### config.mk
export PLATFORM = sky130hd
export DESIGN_NAME = snooze_countdown
export DESIGN_NICKNAME = d
export VERILOG_FILES = /design/src/rtl/snooze_countdown.sv
export SDC_FILE = /design/constraint.sdc
export NUM_CORES = 1
export LEC_CHECK = 0
export ABC_CLOCK_PERIOD_IN_PS = 2100
export CAP_MARGIN = 20
export CORE_MARGIN = 3
export CORE_UTILIZATION = 25
export DETAILED_ROUTE_END_ITERATION = 8
export GPL_ROUTABILITY_DRIVEN = 0
export MAX_ROUTING_LAYER = met4
export PLACE_DENSITY = 0.51
export SETUP_SLACK_MARGIN = 0.1
export SKIP_LAST_GASP = 1
export SLEW_MARGIN = 20
export SYNTH_ARGS = -nofsm -noshare
export SYNTH_HDL_FRONTEND = slang
export SYNTH_SLANG_ARGS = --single-unit
### constraint.sdc
create_clock -name clk -period 2.1 [get_ports clk]
set_input_delay 0.21 -clock clk [delete_from_list [all_inputs] [get_ports clk]]
set_output_delay 0.21 -clock clk [all_outputs]
set_load 0.02 [all_outputs]
### src/rtl/snooze_countdown.sv
// Loadable M:SS BCD down-counter for the snooze/countdown path.
// A TICK_DIV prescaler on tick_in paces the count; expire pulses once when RUN reaches 0:00.
module snooze_countdown #(
    parameter int TICK_DIV = 3,
    parameter int MAX_MIN  = 9
) (
    input  logic       clk,
    input  logic       rst,
    input  logic       tick_in,
    input  logic       load,
    input  logic [3:0] load_min,
    input  logic [2:0] load_tens,
    input  logic [3:0] load_ones,
    input  logic       start,
    input  logic       pause,
    input  logic       cancel,
    output logic [3:0] min_o,
    output logic [2:0] tens_o,
    output logic [3:0] ones_o,
    output logic       running,
    output logic       expire,
    output logic [1:0] state_o
);

    localparam int            PW        = (TICK_DIV > 1) ? $clog2(TICK_DIV) : 1;
    localparam logic [PW-1:0] PRESC_TOP = PW'(TICK_DIV - 1);
    localparam logic [3:0]    MIN_CAP   = 4'(MAX_MIN);

    typedef enum logic [1:0] {
        S_IDLE   = 2'd0,
        S_LOADED = 2'd1,
        S_RUN    = 2'd2,
        S_PAUSED = 2'd3
    } state_t;

    state_t        state_q, state_d;
    logic [3:0]    min_q, min_d;
    logic [2:0]    tens_q, tens_d;
    logic [3:0]    ones_q, ones_d;
    logic [PW-1:0] presc_q, presc_d;
    logic          running_q, running_d;
    logic          expire_q, expire_d;

    logic [3:0] lmin_c;
    logic [2:0] ltens_c;
    logic [3:0] lones_c;
    logic [3:0] dec_min;
    logic [2:0] dec_tens;
    logic [3:0] dec_ones;
    logic       dec_zero;
    logic       value_zero;

    always_comb begin
        lmin_c  = (load_min > MIN_CAP) ? MIN_CAP : load_min;
        ltens_c = (load_tens > 3'd5) ? 3'd5 : load_tens;
        lones_c = (load_ones > 4'd9) ? 4'd9 : load_ones;
    end

    // One-second borrow chain; minutes saturate at 0 since 0:00 is terminal.
    always_comb begin
        dec_min  = min_q;
        dec_tens = tens_q;
        dec_ones = ones_q;
        if (ones_q != 4'd0) begin
            dec_ones = ones_q - 4'd1;
        end else begin
            dec_ones = 4'd9;
            if (tens_q != 3'd0) begin
                dec_tens = tens_q - 3'd1;
            end else begin
                dec_tens = 3'd5;
                dec_min  = (min_q != 4'd0) ? min_q - 4'd1 : 4'd0;
            end
        end
        dec_zero   = (dec_min == 4'd0) && (dec_tens == 3'd0) && (dec_ones == 4'd0);
        value_zero = (min_q == 4'd0) && (tens_q == 3'd0) && (ones_q == 4'd0);
    end

    always_comb begin
        state_d  = state_q;
        min_d    = min_q;
        tens_d   = tens_q;
        ones_d   = ones_q;
        presc_d  = presc_q;
        expire_d = 1'b0;
        if (cancel) begin
            state_d = S_IDLE;
            min_d   = 4'd0;
            tens_d  = 3'd0;
            ones_d  = 4'd0;
            presc_d = '0;
        end else if (load) begin
            state_d = S_LOADED;
            min_d   = lmin_c;
            tens_d  = ltens_c;
            ones_d  = lones_c;
            presc_d = '0;
        end else if (pause && (state_q == S_RUN || state_q == S_PAUSED)) begin
            state_d = S_PAUSED;
        end else if (start && state_q == S_LOADED) begin
            if (!value_zero) begin
                state_d = S_RUN;
                presc_d = '0;
            end
        end else if (start && state_q == S_PAUSED) begin
            state_d = S_RUN;
        end else if (tick_in && state_q == S_RUN) begin
            if (presc_q == PRESC_TOP) begin
                presc_d = '0;
                min_d   = dec_min;
                tens_d  = dec_tens;
                ones_d  = dec_ones;
                if (dec_zero) begin
                    state_d  = S_IDLE;
                    expire_d = 1'b1;
                end
            end else begin
                presc_d = presc_q + PW'(1);
            end
        end
        running_d = (state_d == S_RUN);
    end

    always_ff @(posedge clk or posedge rst) begin
        if (rst) begin
            state_q   <= S_IDLE;
            min_q     <= 4'd0;
            tens_q    <= 3'd0;
            ones_q    <= 4'd0;
            presc_q   <= '0;
            running_q <= 1'b0;
            expire_q  <= 1'b0;
        end else begin
            state_q   <= state_d;
            min_q     <= min_d;
            tens_q    <= tens_d;
            ones_q    <= ones_d;
            presc_q   <= presc_d;
            running_q <= running_d;
            expire_q  <= expire_d;
        end
    end

    assign min_o   = min_q;
    assign tens_o  = tens_q;
    assign ones_o  = ones_q;
    assign running = running_q;
    assign expire  = expire_q;
    assign state_o = state_q;

endmodule
==> metrics.yaml <==
synthesis:
  synth.distinct_cells: 38
  ys.flop_type: "dfrtp_1"
  syn-num-nets: 144
  ys_seq_elements: 17
  synth_edf_count: 0
  netlist_area_mm2: 0.00107
  synth_warnings: 0
  syn-instance-count: 125
  synthArstFlopShare_pct: 100
  syn_avg_cell_area_um2: 8.56
  synth.yosys.seq_area_share_pct: 39.8
die:
  die_h_um: 71.4
  dieArea_mm2: 0.00510
  rows: 23
  die_w_um: 71.4
  io_pins: 33
  start_util_pct: 26.4
  core_area_mm2: 0.00406
critical_path:
  cp-start-kind: "flop"
  crit_type: "reg -> reg"
  cp_cell_sequence: "or4_4 -> o21ai_0 -> o211ai_1 -> nor3_1 -> nor3b_1"
  cp-end-kind: "flop"
  worstPathRequired_ns: 2.23
  max_stage_delay_ns: 0.56
  cp_slowest_cell: "or4_4"
  path_max_fanout: 8
  worstPathArrival_ns: 2.00
clock_network:
  numCtsBuffers: 3
  path_clk_slew_ns: 0.07
  cts.path.max_buffers: 2
  worstSkewPairLatency_ns: 0.25
  clock-sinks: 17
  cts_root_buffer: "clkbuf_8"
  ctsHoldBuffers: 0
  cts_tree: "yes"
  cts.htree.levels: 1
power_and_ir_drop:
  p_int_uw: 575
  ir_drop_mv: 0.239
  switchingPower_uw: 237
  seqPwrFrac_pct: 45.3
  total_leakage_power_nw: 0.589
  pwr-share-clk_pct: 30.0
  power.share.switching_pct: 29.2
  power_frac_comb_pct: 24.7
  power-per-cell-area_mw_per_mm2: 542
finish:
  most-common-layout-cells: "clkdlybuf4s50_1, dfrtp_1, nand2_1, a21oi_1, o21ai_0"
  antennaDiodeCount: 0
  fin_area_mm2: 0.00150
  mostFrequentLayoutCell: "clkdlybuf4s50_1"
  final_cells: 210
  drive_above_1_share_pct: 8.75
  syn2layout_area_growth_pct: 40.0
  fin_nets: 180
sta:
  min_period_over_period_pct: 89.1
  worst_slew_pin_slew_ns: 0.672
  slew_viol_final: 0
  fin_skew_ns: 0.000886
  relSlewSlack_pct: 55.1
  hold_violations: 0
  period_minus_slack_ns: 1.87
  finalSetupViolCount: 0
  fmax_mhz: 535
  tns_ns: 0
  rsz0062_at_grt: "no"
  setup_ws_ns: 0.230
route:
  post_drt_via_cell_ratio: 5.00
  dr.pass1.iters: 4
  routed_wl_um: 2980
  wl_per_cell_um: 14.2
  via_count: 1051
  drc: 0
  drt-initial-drc-count: 31
  antenna_left: 0
grt:
  grt_pass1_vias: 1048
  grt_first_pass_wirelength_um: 5060
  grt.total_usage_pct: 12.9
  grt_max_degree: 22
  antenna_found_initial: 0
  grt_overflow: 0
status:
  status: "complete, no violations"
place:
  portBuffers: 32
  place_hpwl_um: 2250
  dpl.cell_count: 206
  placed_area_mm2: 0.00145
  place_ws_ns: 0.111
run:
  maxCapViolCount: 0
hold_path:
  worstHoldPathType: "in -> async"
==> flip-flops by register name, indices dropped and copies added, names as in the netlist <==
| register | cells |
|---|---|
| presc_q | 2 |
| running | 1 |
| tens_o | 3 |
| ones_o | 4 |
| state_o | 2 |
| expire | 1 |
| min_o | 4 |
==> per-layer routing <==
| metal | GRT usage (%) | part of all wire [%] | vias to the layer above |
|---|---|---|---|
| met5 | - | 0 | - |
| met3 | 2.24 | 5.2 | 4 |
| met2 | 20.1 | 46 | 32 |
| met1 | 17.3 | 48 | 478 |
| li1 | - | - | 537 |
| met4 | 3.76 | 0.70 | 0 |
==> worst paths after layout <==
check	from	to	slack, ns	cells after the start
setup / recovery	ones_o[1]	running	0.23	5
hold reg to reg	tens_o[1]	tens_o[1]	0.61	1
hold / removal	rst	expire	0.37	2
setup reg to reg	ones_o[1]	running	0.23	5
max in group asynchronous	rst	tens_o[1]	1.30	2
min in group clk	load_min[1]	min_o[1]	0.52	3
==> power by group through the flow <==
| stage | logic, mW | clock network, mW | registers, mW |
|---|---|---|---|
| floorplan | 0.0969 | 0 | 0.385 |
| global placement | 0.200 | 0 | 0.374 |
| detailed placement | 0.201 | 0 | 0.375 |
| CTS | 0.202 | 0.249 | 0.369 |
| global route | 0.224 | 0.270 | 0.372 |
| finish | 0.200 | 0.244 | 0.368 |
==> synth_stat cells, types with 2 or more instances <==
library cell  count  area, um2
nand3b_1          2       15.0
o21ai_0          11       55.1
nor2_1           10       37.5
xnor2_1           2       17.5
o21a_1            2       15.0
a21oi_1          11       55.1
nor4_1            6       37.5
nand3_1           5       25.0
nand2b_1          4       25.0
dfrtp_1          17        425
clkbuf_1          3       11.3
a31oi_1           2       12.5
nor3b_1           3       22.5
a221oi_1          2       17.5
nand2_1          12       45.0
o211ai_1          2       15.0
inv_1             6       22.5
buf_6             2       22.5
nor3_1            4       20.0
==> stage by stage <==
step | utilization (%) | power (mW) | hold slack, ns
6_report | 36.9 | 0.812 | 0.368
2_1_floorplan | - | 0.482 | 0.136
4_1_cts | 36.8 | 0.820 | 0.399
3_5_place_dp | 35.7 | 0.575 | 0.594
3_3_place_gp | 35.7 | 0.574 | 0.579
5_1_grt | 36.9 | 0.866 | 0.444
==> logic make-up after synthesis <==
| family | share of synthesized area (%) |
|---|---|
| adder cells (fa/ha/maj) | 1.17 |
| AO/OA/AOI/OAI | 22.3 |
| AND/OR/NAND/NOR | 29.1 |
| buffers and inverters | 5.96 |
| XOR/XNOR | 1.64 |
| flip-flops | 39.8 |
==> timing repair <==
item | CTS | global route
hold endpoints to repair | 0 | 0
endpoints found under the setup margin | 0 | 2
buffers inserted | 0 | 0
gates resized for setup | 0 | 1
==> final cells by class <==
cell class                      count  area (um2)
Clock inverter                      1        5.00
Fill cell                         418        2560
Timing Repair Buffer               37         358
Inverter                            6        22.5
Clock buffer                        3        41.3
Multi-Input combinational cell     96         583
Tap cell                           50        62.6
Sequential cell                    17         425
==> critical path, delay by kind of cell (launching register included) <==
family	cells	cell delay [ns]
DFF	1	0.46
and+or+nand+nor	3	0.94
AOI/OAI and AO/OA	2	0.35
Power figures use the tool's default switching activity.
